<file path="src/rtl/inst_encoder.sv">
// RV32I instruction encoder: packs R/I/S/B/U/J fields into 32-bit words and buffers them in a FIFO.
// Latency 1 cycle from accept to out_valid; in_ready deasserts only when the FIFO is full.
module inst_encoder #(
  parameter int DEPTH     = 4,
  parameter int ADDR_W    = 10,
  parameter int BASE_ADDR = 0
) (
  input  logic                       clk,
  input  logic                       rst_n,
  input  logic                       in_valid,
  output logic                       in_ready,
  input  logic [2:0]                 in_fmt,
  input  logic [6:0]                 in_opcode,
  input  logic [2:0]                 in_funct3,
  input  logic [6:0]                 in_funct7,
  input  logic [4:0]                 in_rd,
  input  logic [4:0]                 in_rs1,
  input  logic [4:0]                 in_rs2,
  input  logic [31:0]                in_imm,
  output logic                       out_valid,
  input  logic                       out_ready,
  output logic [31:0]                out_inst,
  output logic [ADDR_W-1:0]          out_addr,
  output logic [$clog2(DEPTH):0]     count,
  output logic [1:0]                 err
);

  localparam int PTR_W = $clog2(DEPTH);
  localparam int CNT_W = PTR_W + 1;
  localparam logic [ADDR_W-1:0] BASE = ADDR_W'(BASE_ADDR);

  logic [31:0]      mem [DEPTH];
  logic [PTR_W-1:0] wr_ptr;
  logic [PTR_W-1:0] rd_ptr;
  logic [31:0]      enc_word;
  logic             fmt_ok;
  logic             imm_odd;
  logic             accept;
  logic             push;
  logic             pop;

  always_comb begin
    enc_word = '0;
    fmt_ok   = 1'b1;
    case (in_fmt)
      3'd0: enc_word = {in_funct7, in_rs2, in_rs1, in_funct3, in_rd, in_opcode};
      3'd1: enc_word = {in_imm[11:0], in_rs1, in_funct3, in_rd, in_opcode};
      3'd2: enc_word = {in_imm[11:5], in_rs2, in_rs1, in_funct3, in_imm[4:0], in_opcode};
      3'd3: enc_word = {in_imm[12], in_imm[10:5], in_rs2, in_rs1, in_funct3,
                        in_imm[4:1], in_imm[11], in_opcode};
      3'd4: enc_word = {in_imm[31:12], in_rd, in_opcode};
      3'd5: enc_word = {in_imm[20], in_imm[10:1], in_imm[11], in_imm[19:12], in_rd, in_opcode};
      default: fmt_ok = 1'b0;
    endcase
  end

  // B/J offsets are halfword-aligned; an odd offset is flagged but still encoded
  assign imm_odd   = ((in_fmt == 3'd3) || (in_fmt == 3'd5)) && in_imm[0];

  assign in_ready  = (count < CNT_W'(DEPTH));
  assign out_valid = (count != '0);
  assign accept    = in_valid & in_ready;
  assign push      = accept & fmt_ok;
  assign pop       = out_valid & out_ready;
  assign out_inst  = out_valid ? mem[rd_ptr] : 32'h0;

  always_ff @(posedge clk) begin
    if (push) mem[wr_ptr] <= enc_word;
  end

  always_ff @(posedge clk) begin
    if (!rst_n) begin
      wr_ptr   <= '0;
      rd_ptr   <= '0;
      count    <= '0;
      out_addr <= BASE;
      err      <= 2'b00;
    end else begin
      if (push) wr_ptr <= wr_ptr + 1'b1;
      if (pop) begin
        rd_ptr   <= rd_ptr + 1'b1;
        out_addr <= out_addr + 1'b1;
      end
      case ({push, pop})
        2'b10:   count <= count + 1'b1;
        2'b01:   count <= count - 1'b1;
        default: count <= count;
      endcase
      if (accept && !fmt_ok) err[0] <= 1'b1;
      if (accept && imm_odd) err[1] <= 1'b1;
    end
  end

endmodule

</file>
<file path="config.mk">
export PLATFORM = sky130hd
export DESIGN_NAME = inst_encoder
export DESIGN_NICKNAME = d
export VERILOG_FILES = /design/src/rtl/inst_encoder.sv
export SDC_FILE = /design/constraint.sdc
export NUM_CORES = 1
export LEC_CHECK = 0
export ABC_AREA = 1
export CORE_UTILIZATION = 25
export CTS_BUF_LIST = sky130_fd_sc_hd__clkbuf_4
export DETAILED_ROUTE_END_ITERATION = 10
export GPL_TIMING_DRIVEN = 0
export PLACE_DENSITY = 0.47
export RECOVER_POWER = 100
export SKIP_LAST_GASP = 1
export SYNTH_ARGS = -nofsm -noshare
export SYNTH_HDL_FRONTEND = slang
export SYNTH_SLANG_ARGS = --single-unit
</file>
<file path="constraint.sdc">
create_clock -name clk -period 3.9 [get_ports clk]
set_clock_uncertainty 0.2 [all_clocks]
set_input_delay 0.585 -clock clk [delete_from_list [all_inputs] [get_ports clk]]
set_output_delay 0.585 -clock clk [all_outputs]
set_load 0.02 [all_outputs]
</file>
==> summary.txt <==
Hold path
  – Hold endpoint: out_addr[4]
  – Hold Startpoint: rst_n
  – WHS Path Cells: 3
  – HP Class: in -> reg

Route
  – Final wirelength: 18.3 mm
  – Antenna-violating nets left: 0
  – Drt pass-1 iters: 4
  – 1st-iter DRT viols: 270
  – Wire length per cell: 16.0 um
  – Via/cell ratio: 4.33
  – Number of vias in the routed layout: 4930
  – Drt drc: 0

Clock tree
  – H-tree Lvls: 4
  – CTS max path bufs: 2
  – Sink Count: 149
  – Post_cts resized: 0
  – Register clock-pin slew on the reported worst setup and hold paths: approximately 0.15 ns
  – CTS tree: built
  – CTS Buf Count: 17
  – Clk root buf: clkbuf_4
  – Setup bufs post-CTS: 0
  – Hold buffer count at CTS: 0
  – Worst-Skew Late Latency: between 0.5 and 0.6 ns

Floorplanning
  – Row cnt: 58
  – Height of the die: ~160 um
  – # IOs: 120
  – Core ar.: 0.0255 mm^2
  – Full die area: roughly 0.027 mm^2
  – Starting Density: between 20% and 30%
  – Die extent in x: 164 um

Critical path
  – Setup crit end kind: flop
  – R2R Path End: mem[3][10]
  – CP Cell Sequence: dlygate4sd3_1, nand2_1, nand2_1, nor2_1, clkbuf_2
  – Slowest-stage cell, CP: nor2_1
  – Reg-to-Reg Start: count[2]
  – Crit start category: primary input
  – Crit path top cell by count: nand2_1
  – Cell family with most CP delay: simple AND/OR/NAND/NOR gates
  – Crit-path max FO: 17
  – CP max stage delay: approximately 1.3 ns
  – CP arrival: 3.60 ns
  – R2R setup slack: 0.60 ns
  – Data required time of the worst path: about 4 ns
  – Worst reg2reg path depth: 4
  – Critical path type: in -> reg
  – WP depth: 5
  – Crit path buffers/inverters: 2

Pwr
  – Power Dens Cells: 568 mW/mm^2
  – Leak: 3.17 nW
  – Max VDD drop: 0.195 mV

Placement
  – Placed insts: 1106
  – Hpwl dp: approximately 13 mm
  – GPL Wtd Cong: 0.737
  – IO Port Bufs: 117

Final layout
  – Commonest non-fill, non-tap cell in the layout: nor2_1
  – Commonest non-fill, non-tap cells in the layout: 163 x nor2_1, 128 x edfxtp_1, 92 x nand2_1, 67 x clkdlybuf4s50_1, 50 x dlygate4sd3_1
  – Net count, final: between 800 and 900
  – Final std cells w/o fill: 1139
  – Fillcell total: 2658
  – Layout cell share with drive strength beyond 1: 7.05%
  – Area Overhead vs Synth: 28.1%

Logic synthesis
  – YS warnings: 0
  – Syn_nets: 733
  – Register area share after synthesis: 64.9%
  – Mapped Cells: 655
  – Main synth FF type: edfxtp_1
  – Synth Register Bits: 149
  – Library cells used by synthesis: 26
  – Ys async rst share: 0%
  – Post-Synthesis Cell Area: 0.00657 mm^2
  – Mean post-synth cell area: 10.0 um^2
  – Number of synthesized flops with an enable pin: 128

Global routing
  – Vias in the first global route: 4771
  – First-pass GRT wire length: approximately 27 mm
  – Global route total overflow: 0
  – GRT Total Usage: 13.9%
  – Initial antenna violation count: 1
  – Pin count of the biggest net entering global routing: 29

STA
  – Fin. Hold Viols: 0
  – Max Slew Vio Count: 47
  – F_max: 277 MHz
  – Final TNS setup: 0 ns
  – Worst slew pin tran: between 1.5 and 2 ns
  – Hold WS: approximately 0.12 ns
  – Setup violations, final: 0
  – Final critical-path share of the clock period: 92.5%
  – Unrepaired setup endpoints after global routing: false
  – Tmin final: 3.61 ns
  – Max transition margin: -26.3%

Outcome
  – Status: complete, but fails checks
  – Violated checks: max-capacitance violations, max-slew violations

Run
  – Max-capacitance violation count: 2
## tightest hold or removal path: stages
cell,delay (ns)
buf_2,0.16
nand2_1,0.08
a21oi_1,0.03
## cell type report
type | count | area (um^2) | area share [%]
Clock inverter | 15 | 135 | 1.60
Timing Repair Buffer | 121 | 1200 | 14.2
Buffer | 31 | 204 | 2.42
Inverter | 50 | 188 | 2.23
Clock buffer | 17 | 128 | 1.52
Tap cell | 330 | 413 | 4.90
Antenna cell | 1 | 2.50 | 0.0297
Multi-Input combinational cell | 425 | 1890 | 22.4
Sequential cell | 149 | 4260 | 50.6
## synth_stat cells, drive strengths merged, types with 2 or more instances
cell type	number	area share, %
buf	21	2.7
nand4	4	0.38
inv	49	2.8
clkbuf	10	0.57
o21ai	78	5.9
edfxtp	128	58
o211ai	2	0.23
nor2	165	9.6
ha	6	1.1
nand2	92	5.3
a21oi	43	3.4
nand3	31	2.4
dfxtp	21	6.4
## registers in the layout (all words and copies together), names as in the netlist, named ones only
name and flops:
count 3, err 2, mem 128, out_addr 10
rd_ptr 2, wr_ptr 2
## metrics by stage
| stage | power, mW | instance area, um^2 | setup WS [ns] | util (%) |
|---|---|---|---|---|
| 2_1_floorplan | 3.11 | 6570 | 0.956 | - |
| 3_3_place_gp | 4.06 | 8160 | -0.893 | 32.0 |
| 3_5_place_dp | 4.09 | 8280 | 0.887 | 32.5 |
| 4_1_cts | 5.01 | 8540 | 0.357 | 33.5 |
| 5_1_grt | 5.10 | 8420 | 0.0950 | 33.1 |
| 6_report | 4.78 | 8420 | 0.292 | 33.1 |
## how the worst max path moves through the flow
stage                         start            to  slack, ns
after floorplan           in_fmt[1]     mem[0][0]       0.96
after global placement    in_fmt[2]    mem[1][13]      -0.89
after detailed placement  in_fmt[2]      count[2]       0.89
after CTS                      flop  out_inst[31]       0.36
after global routing      in_fmt[2]    mem[3][12]        0.1
final                     in_fmt[2]    mem[3][10]       0.29
## cells by family after synthesis
logic type      after synthesis  synth area share (%)
flops                       149                  64.9
fa+ha+maj                     7                  1.45
buf+inv                      81                  6.11
compound gates              125                  9.84
simple gates                293                  17.7
## layer usage
layer  vias up  share of wire, %  global-route usage [%]
met5         -                 0                       0
met1      2324                45                    17.7
met4         0              0.92                    4.08
li1       2496                 -                       -
met2       103                49                    23.3
met3         7               4.9                    3.31
## report_power, final
group          switching (mW)  internal (mW)
clock                   0.633          0.281
combinational            1.22          0.695
sequential             0.0497           1.90
total                    1.91           2.88
No activity file was read; power rests on OpenSTA's default activity.
